[config.mk]
export PLATFORM = sky130hd
export DESIGN_NAME = core_block_controller
export DESIGN_NICKNAME = d
export VERILOG_FILES = /design/src/rtl/core_block_controller_pkg.sv /design/src/rtl/core_block_controller_mask_gen.sv /design/src/rtl/core_block_controller.sv
export SDC_FILE = /design/constraint.sdc
export NUM_CORES = 1
export LEC_CHECK = 0
export ABC_AREA = 1
export CELL_PAD_IN_SITES_DETAIL_PLACEMENT = 1
export CELL_PAD_IN_SITES_GLOBAL_PLACEMENT = 1
export CORE_MARGIN = 1
export CORE_UTILIZATION = 31
export CTS_CLUSTER_DIAMETER = 30
export CTS_CLUSTER_SIZE = 30
export DETAILED_ROUTE_END_ITERATION = 10
export GPL_TIMING_DRIVEN = 0
export HOLD_SLACK_MARGIN = 0.1
export PLACE_DENSITY_LB_ADDON = 0.1
export SYNTH_ARGS = -nofsm -noshare
export SYNTH_HDL_FRONTEND = slang
export SYNTH_SLANG_ARGS = --single-unit
export TNS_END_PERCENT = 10
[constraint.sdc]
create_clock -name clk -period 3 [get_ports clk]
set_clock_uncertainty 0.05 [all_clocks]
set_input_delay 0.45 -clock clk [delete_from_list [all_inputs] [get_ports clk]]
set_output_delay 0.45 -clock clk [all_outputs]
set_load 0.03 [all_outputs]
[src/rtl/core_block_controller_pkg.sv]
// ============================================================================
// core_block_controller_pkg : shared types for the per-core block controller
// Rev 1.0 - initial release
// ============================================================================
`default_nettype none

package core_block_controller_pkg;

  typedef logic [31:0] data_t;

  typedef struct packed {
    data_t threads_per_block;
  } kernel_config_t;

  typedef enum logic [1:0] {
    IDLE   = 2'd0,
    LAUNCH = 2'd1,
    RUN    = 2'd2,
    DONE   = 2'd3
  } ctrl_state_t;

  // One extra bit keeps ceil(0xFFFFFFFF / WARP_SIZE) from wrapping.
  function automatic logic [32:0] ceil_warps(input data_t threads, input int log2_ws);
    logic [32:0] sum;
    sum = {1'b0, threads} + ((33'd1 << log2_ws) - 33'd1);
    return sum >> log2_ws;
  endfunction

endpackage

`default_nettype wire

[src/rtl/core_block_controller_mask_gen.sv]
// ============================================================================
// core_block_controller_mask_gen : lane-enable mask for the warp being launched
// Rev 1.0 - initial release
// ============================================================================
`default_nettype none

module core_block_controller_mask_gen #(
  parameter int WARP_SIZE = 16
) (
  input  logic                         valid,
  input  logic                         last,
  input  logic [$clog2(WARP_SIZE)-1:0] partial,
  output logic [WARP_SIZE-1:0]         mask
);

  // partial == 0 means the block fills its last warp exactly (or was clamped).
  always_comb begin
    mask = '0;
    if (valid) begin
      for (int i = 0; i < WARP_SIZE; i++) begin
        mask[i] = !last || (partial == '0) || (i < int'(partial));
      end
    end
  end

endmodule

`default_nettype wire

[src/rtl/core_block_controller.sv]
// ============================================================================
// core_block_controller : accepts a block from the dispatcher, launches its
// warps one per cycle, gathers completions and holds done until reset.
// Rev 1.0 - initial release
// ============================================================================
`default_nettype none

module core_block_controller
  import core_block_controller_pkg::*;
#(
  parameter int NUM_WARPS = 4,
  parameter int WARP_SIZE = 16
) (
  input  logic                 clk,
  input  logic                 reset,
  input  logic                 start,
  input  data_t                block_id,
  input  data_t                threads_per_block,
  output data_t                block_idx,
  output logic [NUM_WARPS-1:0] warp_start,
  output data_t                warp_thread_base,
  output logic [WARP_SIZE-1:0] warp_active_mask,
  input  logic [NUM_WARPS-1:0] warp_done,
  output logic                 cfg_err,
  output logic                 done
);

  localparam int LANE_W = $clog2(WARP_SIZE);
  localparam int IDX_W  = (NUM_WARPS > 1) ? $clog2(NUM_WARPS) : 1;
  localparam int CNT_W  = $clog2(NUM_WARPS + 1);

  ctrl_state_t          state_q, state_d;
  data_t                block_idx_q, block_idx_d;
  logic [CNT_W-1:0]     nwarps_q, nwarps_d;
  logic [LANE_W-1:0]    partial_q, partial_d;
  logic [IDX_W-1:0]     widx_q, widx_d;
  logic [NUM_WARPS-1:0] launched_q, launched_d;
  logic [NUM_WARPS-1:0] done_seen_q, done_seen_d;
  logic                 cfg_err_q, cfg_err_d;

  logic [32:0]          warps_needed;
  logic                 over_cap;
  logic                 launching;
  logic                 last_launch;
  logic [NUM_WARPS-1:0] launch_vec;

  assign warps_needed = ceil_warps(threads_per_block, LANE_W);
  assign over_cap     = warps_needed > 33'(NUM_WARPS);
  assign launching    = (state_q == LAUNCH);
  assign launch_vec   = launching ? (NUM_WARPS'(1) << widx_q) : '0;
  assign last_launch  = launching && ((32'(widx_q) + 32'd1) == 32'(nwarps_q));

  always_comb begin
    state_d     = state_q;
    block_idx_d = block_idx_q;
    nwarps_d    = nwarps_q;
    partial_d   = partial_q;
    widx_d      = widx_q;
    launched_d  = launched_q;
    done_seen_d = done_seen_q;
    cfg_err_d   = cfg_err_q;

    // A warp finishing in its own launch cycle still counts.
    if (state_q == LAUNCH || state_q == RUN) begin
      launched_d  = launched_q | launch_vec;
      done_seen_d = done_seen_q | (warp_done & (launched_q | launch_vec));
    end

    unique case (state_q)
      IDLE: begin
        if (start) begin
          block_idx_d = block_id;
          launched_d  = '0;
          done_seen_d = '0;
          widx_d      = '0;
          if (over_cap) begin
            cfg_err_d = 1'b1;
            nwarps_d  = CNT_W'(NUM_WARPS);
            partial_d = '0;
          end else begin
            nwarps_d  = warps_needed[CNT_W-1:0];
            partial_d = threads_per_block[LANE_W-1:0];
          end
          // An empty block passes through RUN with nothing launched.
          state_d = (warps_needed == '0) ? RUN : LAUNCH;
        end
      end
      LAUNCH: begin
        if (last_launch) state_d = RUN;
        else             widx_d  = widx_q + 1'b1;
      end
      RUN: begin
        if ((done_seen_d & launched_q) == launched_q) state_d = DONE;
      end
      DONE: begin
        state_d = DONE;
      end
      default: state_d = IDLE;
    endcase
  end

  always_ff @(posedge clk) begin
    if (reset) begin
      state_q     <= IDLE;
      block_idx_q <= '0;
      nwarps_q    <= '0;
      partial_q   <= '0;
      widx_q      <= '0;
      launched_q  <= '0;
      done_seen_q <= '0;
      cfg_err_q   <= 1'b0;
    end else begin
      state_q     <= state_d;
      block_idx_q <= block_idx_d;
      nwarps_q    <= nwarps_d;
      partial_q   <= partial_d;
      widx_q      <= widx_d;
      launched_q  <= launched_d;
      done_seen_q <= done_seen_d;
      cfg_err_q   <= cfg_err_d;
    end
  end

  core_block_controller_mask_gen #(
    .WARP_SIZE(WARP_SIZE)
  ) u_mask_gen (
    .valid  (launching),
    .last   (last_launch),
    .partial(partial_q),
    .mask   (warp_active_mask)
  );

  assign warp_start       = launch_vec;
  assign warp_thread_base = launching ? (32'(widx_q) << LANE_W) : '0;
  assign block_idx        = block_idx_q;
  assign cfg_err          = cfg_err_q;
  assign done             = (state_q == DONE);

endmodule

`default_nettype wire

==> summary.txt, run 1 <==
Flow run
  – Max-cap viol count: 0

Place
  – DP HPWL: 9.652 mm
  – # port buffers: 126
  – DP Cell Count: 824
  – Post-placement setup slack: -0.1639 ns
  – Routability cong.: 0.8209

Logic synthesis
  – Synthesis warning total: 0
  – Synth Cell Area: 3530 sq um
  – Synth cell types: 38
  – Post-synthesis sequential area ratio: approximately 29%
  – Synth Flop Type: dfxtp_1
  – Synth async-reset ratio: 0%
  – Mapped Cells: ~530
  – Post-synth top area cell: dfxtp_1
  – EDFF count, synth: 0
  – #FFs+latches synth: 52
  – Yosys top cell area share: 29.49%
  – Avg Cell Area, Syn: ~6.7 sq um
  – Top post-synthesis cells by area: dfxtp_1 29%, nand2_1 16%, a22o_1 8.2%, nor2_1 7.9%, buf_4 6.4%

Power and ir drop
  – Sequential power share: 27.7%
  – Power, Total: 3.223 mW
  – Switching Fraction: 42.22%
  – Power Dens Cells: 613.3 nW/um^2
  – Share of power burned in the clock network: 21.0%
  – Maximum VDD drop: 0.0003597 V
  – Int Pwr: 1.862 mW
  – Switch Pwr: around 1.4 mW
  – Comb pwr share: 51.3%
  – Leakage: roughly 2.5 nW

Timing
  – Min cycle time layout: 2.847 ns
  – Max frequency: 351.2 MHz
  – PnR worst setup slack: 0.1526 ns
  – Worst Hold Slack: 0.4247 ns
  – Final hold vios: 0
  – Final Cycle Share: a little over nine tenths
  – RSZ-0062 raised after global routing: true
  – Final setup fails: 0
  – Slew Viols, Final: 0
  – Setup TNS Final: 0 ns

Setup path
  – Worst R2R Path Depth: 14
  – Crit path launch: state_q[1]
  – Crit Path Category: reg2out
  – Data required, critical path: ~2.5 ns
  – Arr. time, crit path: 2.35 ns
  – R2R Setup Slk: 0.69 ns
  – CP startpoint kind: flip-flop
  – FF-to-FF Start: state_q[1]
  – R2r endpoint: state_q[1]
  – Worst Setup EP: warp_active_mask[10]
  – CP Max Fanout: 7
  – Worst setup EP type: output pin

Die
  – Area of the die: 11820 sq um
  – Starting Density: about a third
  – Rows: 38
  – Die height: 108.7 um
  – I/O pin cnt: 157
  – Core area: 10980 sq um
  – Chip width: approximately 110 um

Drt
  – Drt drc: 0
  – DRT antenna net count: 0
  – Initial DRC count: 116
  – DR WL/cell: 13.82 um
  – DRT Pass-1 Iters: 4
  – Final wirelength: 11.50 mm
  – Avg Vias per Cell: 4.629
  – Vias: 3851

Finish
  – Most common cell after layout, fill and taps aside: nand2_1
  – Nets: slightly below 800
  – Area delta synth->final: 48.88%
  – Share of cells above drive strength 1: 10.98%
  – Layout Cells excl Fill: between 800 and 900
  – # diodes: 0
  – Most frequent cells in the layout: 152 x nand2_1, 112 x clkdlybuf4s50_1, 74 x nor2_1, 54 x inv_1, 51 x dfxtp_1

Clock tree
  – Hold_buf cts: 0
  – Sink Count: 52
  – TritonCTS clock tree: built
  – H-Tree Depth: 2
  – Clock Root Buffer: clkbuf_16
  – Num CTS Buffers: 5
  – Clk slew on worst S/H paths: 0.07 ns
  – CTS max path bufs: 2
  – Postcts setup bufs: 0
  – Clock latency on the worst-skew pair: around 0.29 ns

Global route
  – Grt ovf: 0
  – Vias in the first global route: 4026
  – Initial antenna violation count: 0
  – First-pass GRT wire length: between 15 and 20 mm
  – Global-route usage over all layers: 19.94%
  – Largest net degree at the start of global routing: 17

Status
  – Status: finished, final reports clean

Hold path
  – HP Class: reg2reg
[cells by family (layout without fill, tap and decap cells)]
family / after synthesis / count (layout) / synth area share, %
xor+xnor: 7 / 7 / 1.737
simple gates: 288 / 288 / 36.23
other cells: 1 / 30 / 0.1062
compound gates: 76 / 76 / 15.77
flops: 52 / 52 / 29.49
fa+ha+maj: 9 / 9 / 3.190
buf+inv: 96 / 230 / 13.47
[Yosys cell counts (3+ instances only)]
cell type and instances:
nor2_2 3, xor2_1 4, nand3_2 5, nand2_2 5, nand3_1 20, dfxtp_1 52, nand2_4 3, or2_2 3
nand3b_1 11, o21bai_1 5, a22o_1 33, xnor2_1 3, clkbuf_1 8, nand2_1 153, ha_1 9, o21ai_1 3
a31oi_1 5, inv_1 54, nor2_1 74, o21ai_0 9, a21oi_1 12, buf_4 30, o211a_1 4
[worst max-delay path: stages, from the launching register on]
cell and delay (ns):
dfxtp_1 0.34, inv_1 0.11, ha_1 0.17, clkbuf_1 0.29, inv_1 0.15, nor2_1 0.13, nand2_1 0.08, o21ai_1 0.24
o21ai_0 0.16, dlygate4sd2_1 0.38
[layout make-up]
type / count / area [sq um]
sequential: 52 / 1042
timing repair buffer: 126 / 1235
multi-input combinational: 410 / 2148
fill: 1437 / 5728
clock buffer: 6 / 138.9
tap: 140 / 175.2
buffer: 41 / 270.3
clock inverter: 2 / 38.79
inverter: 55 / 206.4
[worst min-delay path by stage]
stage / slack, ns / depth (start not counted) / from / end
6_report: 0.42 / 1 / block_idx[15] / block_idx[15]
5_1_grt: 0.44 / 1 / block_idx[3] / block_idx[3]
4_1_cts: 0.42 / 2 / done_seen_q[2] / done_seen_q[2]
3_5_place_dp: 0.40 / 2 / cfg_err / cfg_err
3_3_place_gp: 0.39 / 2 / done_seen_q[2] / done_seen_q[2]
2_1_floorplan: 0.37 / 2 / done_seen_q[0] / done_seen_q[0]
[flip-flops by register name, indices dropped and copies added, names as in the netlist]
| signal | flops |
|---|---|
| nwarps_q | 3 |
| done_seen_q | 4 |
| partial_q | 4 |
| block_idx | 32 |
| launched_q | 4 |
| cfg_err | 1 |
| widx_q | 2 |
| state_q | 2 |
[metal layers]
layer	GRT usage, %	up-vias	part of all wire [%]	routed length (um)
met2	37.12	86	50	5746
li1	-	1975	-	-
met3	2.750	9	3.6	415
met5	0	-	0	0
met4	3.958	0	1.2	133
met1	24.23	1781	45	5201
[repair_timing]
| item | in CTS | in global routing |
|---|---|---|
| gates resized for setup | 20 | 18 |
| setup endpoints to repair | 15 | 12 |
| endpoints found under the hold margin | 0 | 0 |
| pin swaps | 0 | 0 |
[per-stage QoR]
stage                     utilization [%]  instance area [sq um]
after floorplan                         -                   3638
after global placement              46.21                   5075
after detailed placement            46.21                   5075
after CTS                           47.80                   5250
after global routing                47.85                   5255
final                               47.85                   5255
[power groups by stage]
stage | logic, mW | clock network (mW) | registers, mW
floorplan | 0.838 | 0 | 1.07
global placement | 1.65 | 0 | 0.899
detailed placement | 1.68 | 0 | 0.905
CTS | 1.66 | 0.696 | 0.893
global route | 1.79 | 0.714 | 0.907
finish | 1.65 | 0.678 | 0.893
(Power assumes the default switching activity.)
==> run 2, diff against run 1 <==
--- a/config.mk
+++ b/config.mk
@@ -10,6 +10,7 @@
 export CELL_PAD_IN_SITES_GLOBAL_PLACEMENT = 1
 export CORE_MARGIN = 1
 export CORE_UTILIZATION = 31
+export CTS_BUF_LIST = sky130_fd_sc_hd__clkbuf_2 sky130_fd_sc_hd__clkbuf_4 sky130_fd_sc_hd__clkbuf_8
 export CTS_CLUSTER_DIAMETER = 30
 export CTS_CLUSTER_SIZE = 30
 export DETAILED_ROUTE_END_ITERATION = 10
==> run 2 against run 1 <==
Sequential power about the same. First-iteration DRC count decreased by 10%. Via count decreased by 0.55%. Routed wire length decreased by 0.69%. Critical path type unchanged. Clock-buffer cell count unchanged. Clock power decreased by 23%. Combinational power about the same.
==> summary.txt, run 2 (same netlist as run 1, synthesis figures left out) <==
Power and ir drop
  – Power Dens Cells: 587.3 nW/um^2
  – Maximum VDD drop: ~0.00035 V
  – Sequential power share: 29.3%
  – Switch Pwr: 1.340 mW
  – Int Pwr: 1.708 mW
  – Share of power burned in the clock network: 17.1%
  – Leakage: 2.499 nW
  – Comb pwr share: 53.6%
  – Switching Fraction: between 40% and 50%
  – Power, Total: 3.048 mW

Die
  – Core area: 10980 sq um
  – Rows: 38
  – Starting Density: between 30 and 40%
  – Chip width: 108.7 um
  – Die height: 108.7 um
  – I/O pin cnt: 157
  – Area of the die: ~12000 sq um

Hold path
  – HP Class: reg2reg

Clock tree
  – CTS max path bufs: 2
  – Hold_buf cts: 0
  – Clock latency on the worst-skew pair: 0.31 ns
  – Clk slew on worst S/H paths: 0.10 ns
  – Clock Root Buffer: clkbuf_8
  – Postcts setup bufs: 0
  – Num CTS Buffers: 5
  – H-Tree Depth: 2
  – Sink Count: 52
  – TritonCTS clock tree: built

Timing
  – Final setup fails: 0
  – RSZ-0062 raised after global routing: true
  – PnR worst setup slack: ~0.11 ns
  – Final hold vios: 0
  – Final Cycle Share: 96.21%
  – Setup TNS Final: 0 ns
  – Slew Viols, Final: 0
  – Max frequency: between 300 and 400 MHz
  – Min cycle time layout: 2.886 ns
  – Worst Hold Slack: slightly above 0.4 ns

Setup path
  – Crit-path cells: inv_1, ha_1, xnor2_2, nand3_1, nor2_1, nand2_1, nand2_2, nand2_1, inv_1, a31oi_1, clkdlybuf4s15_1
  – Arr. time, crit path: between 2 and 2.5 ns
  – Worst setup EP type: output pin
  – Crit Path Category: reg2out
  – Data required, critical path: between 2 and 3 ns
  – Worst path slowest cell: dfxtp_4
  – CP startpoint kind: flip-flop
  – CP Max Fanout: 6
  – Largest delay contributor family on the critical path: buffers and inverters
  – Critical Path Max Stage Delay: 0.39 ns
  – Number of buffers and inverters on the critical path: 3

Place
  – Post-placement setup slack: -0.1639 ns
  – DP HPWL: between 9 and 10 mm
  – Routability cong.: slightly above 0.8
  – Dpl cell area: 5075 sq um
  – # port buffers: 126
  – DP Cell Count: 824

Finish
  – Share of cells above drive strength 1: 11.13%
  – Layout Cells excl Fill: 832
  – Fin util: 47.24%
  – Most frequent cells in the layout: 152 x nand2_1, 112 x clkdlybuf4s50_1, 74 x nor2_1, 54 x inv_1, 50 x dfxtp_1
  – Fin area: 5189 sq um
  – Largest register FFs: 32
  – # diodes: 0
  – Filler cell count: 1449
  – Most common cell after layout, fill and taps aside: nand2_1
  – Nets: 771
  – Area delta synth->final: 47.00%

Global route
  – Global-route usage over all layers: 19.94%
  – Initial antenna violation count: 0
  – First-pass GRT wire length: around 19 mm
  – Vias in the first global route: 4023
  – Grt ovf: 0
  – Largest net degree at the start of global routing: 17

Drt
  – Drt drc: 0
  – Initial DRC count: around 100
  – DRT Pass-1 Iters: 4
  – DRT antenna net count: 0
  – Final wirelength: 11.42 mm
  – Vias: 3830
  – Avg Vias per Cell: 4.603
  – DR WL/cell: 13.72 um

Flow run
  – Max-cap viol count: 0

Status
  – Status: finished, final reports clean
## run 2: power groups by stage
stage / clock, mW / sequential (mW) / combinational [mW]
2_1_floorplan: 0 / 1.07 / 0.838
3_3_place_gp: 0 / 0.899 / 1.65
3_5_place_dp: 0 / 0.905 / 1.68
4_1_cts: 0.533 / 0.892 / 1.65
5_1_grt: 0.558 / 0.909 / 1.77
6_report: 0.522 / 0.893 / 1.63
## run 2: layer usage
| layer | share of wire [%] | track usage, % | vias up |
|---|---|---|---|
| li1 | - | - | 1972 |
| met1 | 45 | 24.19 | 1754 |
| met2 | 49 | 36.84 | 91 |
| met3 | 3.8 | 2.690 | 13 |
| met4 | 1.3 | 4.730 | 0 |
| met5 | 0 | 0 | - |
## run 2: what timing repair did
action | in CTS | in global routing
endpoints found under the setup margin | 15 | 12
pin swaps | 0 | 0
gates resized for setup | 23 | 19
## run 2: final timing paths
check / startpoint / end / slack, ns / cells after the start
max: widx_q[0] / warp_active_mask[8] / 0.11 / 11
min: cfg_err / cfg_err / 0.41 / 2
max reg2reg: state_q[1] / state_q[1] / 0.73 / 14
min reg2reg: cfg_err / cfg_err / 0.41 / 2
## run 2: area by class of cell
cell class	instances	area, sq um	share of cell area, %
Timing Repair Buffer	126	1232	23.75
Clock inverter	2	38.79	0.7475
Clock buffer	6	82.58	1.592
Multi-Input combinational cell	410	2136	41.16
Inverter	55	206.4	3.979
Tap cell	140	175.2	3.376
Sequential cell	52	1046	20.16
Buffer	41	271.5	5.233
## run 2: worst min-delay path, delay by kind of cell (launching register included)
kind | cells | cell delay [ns]
buffers and inverters | 1 | 0.05
DFF | 1 | 0.32
AOI/OAI and AO/OA | 1 | 0.06
==> run 3, diff against run 2 <==
--- a/config.mk
+++ b/config.mk
@@ -15,8 +15,9 @@
 export CTS_CLUSTER_SIZE = 30
 export DETAILED_ROUTE_END_ITERATION = 10
 export GPL_TIMING_DRIVEN = 0
-export HOLD_SLACK_MARGIN = 0.1
-export PLACE_DENSITY_LB_ADDON = 0.1
+export HOLD_SLACK_MARGIN = 0.12
+export PLACE_DENSITY = 0.87
+export REMOVE_ABC_BUFFERS = 1
 export SYNTH_ARGS = -nofsm -noshare
 export SYNTH_HDL_FRONTEND = slang
 export SYNTH_SLANG_ARGS = --single-unit
==> run 3 against run 2 <==
Setup slack got worse by 0.010 ns. Routed wire length decreased by 2.2%. Final cell count decreased by 4.9%. Clock power decreased by 19%. Die area unchanged. Clock-buffer cell count decreased by 1.
==> summary.txt, run 3 (same netlist as run 1, synthesis figures left out) <==
Global route
  – Grt ovf: 0
  – First-pass GRT wire length: 17.51 mm
  – Largest net degree at the start of global routing: 42
  – Vias in the first global route: about 3.7k
  – Initial antenna violation count: 0
  – Global-route usage over all layers: 18.47%

Setup path
  – CP startpoint kind: flip-flop
  – Worst path slowest cell: dfxtp_2
  – Number of buffers and inverters on the critical path: 3
  – CP Max Fanout: 6
  – Arr. time, crit path: between 2 and 2.5 ns
  – Largest delay contributor family on the critical path: buffers and inverters
  – Crit-path cells: inv_1, ha_1, xnor2_1, nand3_1, nor2_1, nand2_1, nand2_2, nand2_2, inv_1, a31oi_1, clkdlybuf4s15_1
  – Critical Path Max Stage Delay: 0.39 ns
  – Worst setup EP type: output pin
  – Crit Path Category: reg2out
  – Data required, critical path: 2.50 ns

Clock tree
  – H-Tree Depth: 2
  – Sink Count: 52
  – TritonCTS clock tree: built
  – Clock latency on the worst-skew pair: 0.31 ns
  – Clk slew on worst S/H paths: 0.10 ns
  – Hold_buf cts: 0
  – Clock Root Buffer: clkbuf_8
  – Num CTS Buffers: 5
  – CTS max path bufs: 2

Die
  – Die height: 108.7 um
  – I/O pin cnt: between 150 and 200
  – Rows: 38
  – Area of the die: around 12000 sq um
  – Starting Density: 32.14%
  – Chip width: 108.7 um
  – Core area: roughly 11000 sq um

Place
  – # port buffers: about 130
  – Dpl cell area: 4821 sq um
  – Routability cong.: 0.8584
  – DP HPWL: 9.340 mm
  – DP Cell Count: 783

Drt
  – DRT Pass-1 Iters: 4
  – Drt drc: 0
  – Vias: 3763
  – Initial DRC count: 169
  – Final wirelength: 11.17 mm
  – Avg Vias per Cell: 4.757
  – DR WL/cell: 14.12 um
  – DRT antenna net count: 0

Power and ir drop
  – Power, Total: 2.915 mW
  – Maximum VDD drop: 0.0003845 V
  – Power Dens Cells: 592.5 nW/um^2
  – Leakage: 2.329 nW

Timing
  – Worst Hold Slack: approximately 0.42 ns
  – Final Cycle Share: about 97%
  – Min cycle time layout: 2.896 ns
  – Slew Viols, Final: 0
  – Max frequency: 345.3 MHz
  – Final setup fails: 0
  – Worst slew margin: ~36%
  – Final hold vios: 0
  – RSZ-0062 raised after global routing: true
  – Worst-Margin Slew: 0.9617 ns

Flow run
  – Max-cap viol count: 0

Finish
  – Fin util: between 40% and 50%
  – Most frequent cells in the layout: 151 x nand2_1, 111 x clkdlybuf4s50_1, 72 x nor2_1, 54 x inv_1, 50 x dfxtp_1
  – Fin area: just under 5000 sq um
  – Most common cell after layout, fill and taps aside: nand2_1
  – Footprint of the multi-input gates: 2156 sq um
  – Largest register FFs: 32
  – Share of cells above drive strength 1: 7.066%
  – Filler cell count: around 1.4k
  – # diodes: 0
  – Nets: 730
  – Area delta synth->final: 39.38%
  – FF+latch area: between 1000 and 1500 sq um
  – Layout Cells excl Fill: around 790

Hold path
  – HP Class: reg2reg

Status
  – Status: finished, final reports clean
run 3: cell count changes in the layout (fill, tap and decap cells not counted), moves of 2 or more:
cell	before	now
nor2_1	74	72
clkbuf_2	6	4
nor2_4	2	4
buf_2	3	1
clkbuf_1	6	0
buf_4	30	0
dlygate4sd2_1	6	4
dlymetal6s2s_1	1	4
run 3: layout make-up:
class                      count  area share, %
tap                          140          3.561
multi-input combinational    410          43.82
inverter                      55          4.196
timing repair buffer         126          25.25
sequential                    52          21.21
clock inverter                 3         0.5595
clock buffer                   5          1.399
run 3: power breakdown:
part	leakage [nW]	switching, mW	total [mW]	internal, mW
Sequential	0.426	0.0819	0.896	0.814
Clock	0.0463	0.253	0.425	0.172
Combinational	1.86	1.01	1.59	0.588
run 3: metrics by stage:
stage               setup WS (ns)  setup TNS, ns
CTS                     0.0002183              0
floorplan                  0.1457              0
finish                     0.1036              0
global placement           -1.084         -26.35
detailed placement        -0.2054        -0.7422
global route             -0.09066        -0.3581
run 3: final timing paths:
check                                     from                   to  slack, ns  cells after the start
worst min register to register  done_seen_q[1]       done_seen_q[1]       0.42                      2
worst max-delay path                 widx_q[0]  warp_active_mask[8]       0.10                     11
worst min-delay path            done_seen_q[1]       done_seen_q[1]       0.42                      2
worst max register to register      state_q[0]         partial_q[1]       0.64                      7
run 3: tightest hold or removal path, stage by stage, from the launching register on:
cell	delay, ns
dfxtp_1	0.32
a31oi_1	0.05
nor2_1	0.07
run 3: repair_timing:
item / in CTS / in global routing
setup endpoints to repair: 15 / 15
resized for setup: 19 / 21
hold endpoints to repair: 0 / 0
buffers inserted: 0 / 0
run 3: layer usage:
metal  up-vias  GRT usage, %  part of all wire [%]
li1       1887             -                     -
met1      1775         22.01                    43
met2        89         35.26                    52
met3        12         1.853                   3.7
met4         0         4.054                   1.3
met5         -             0                     0
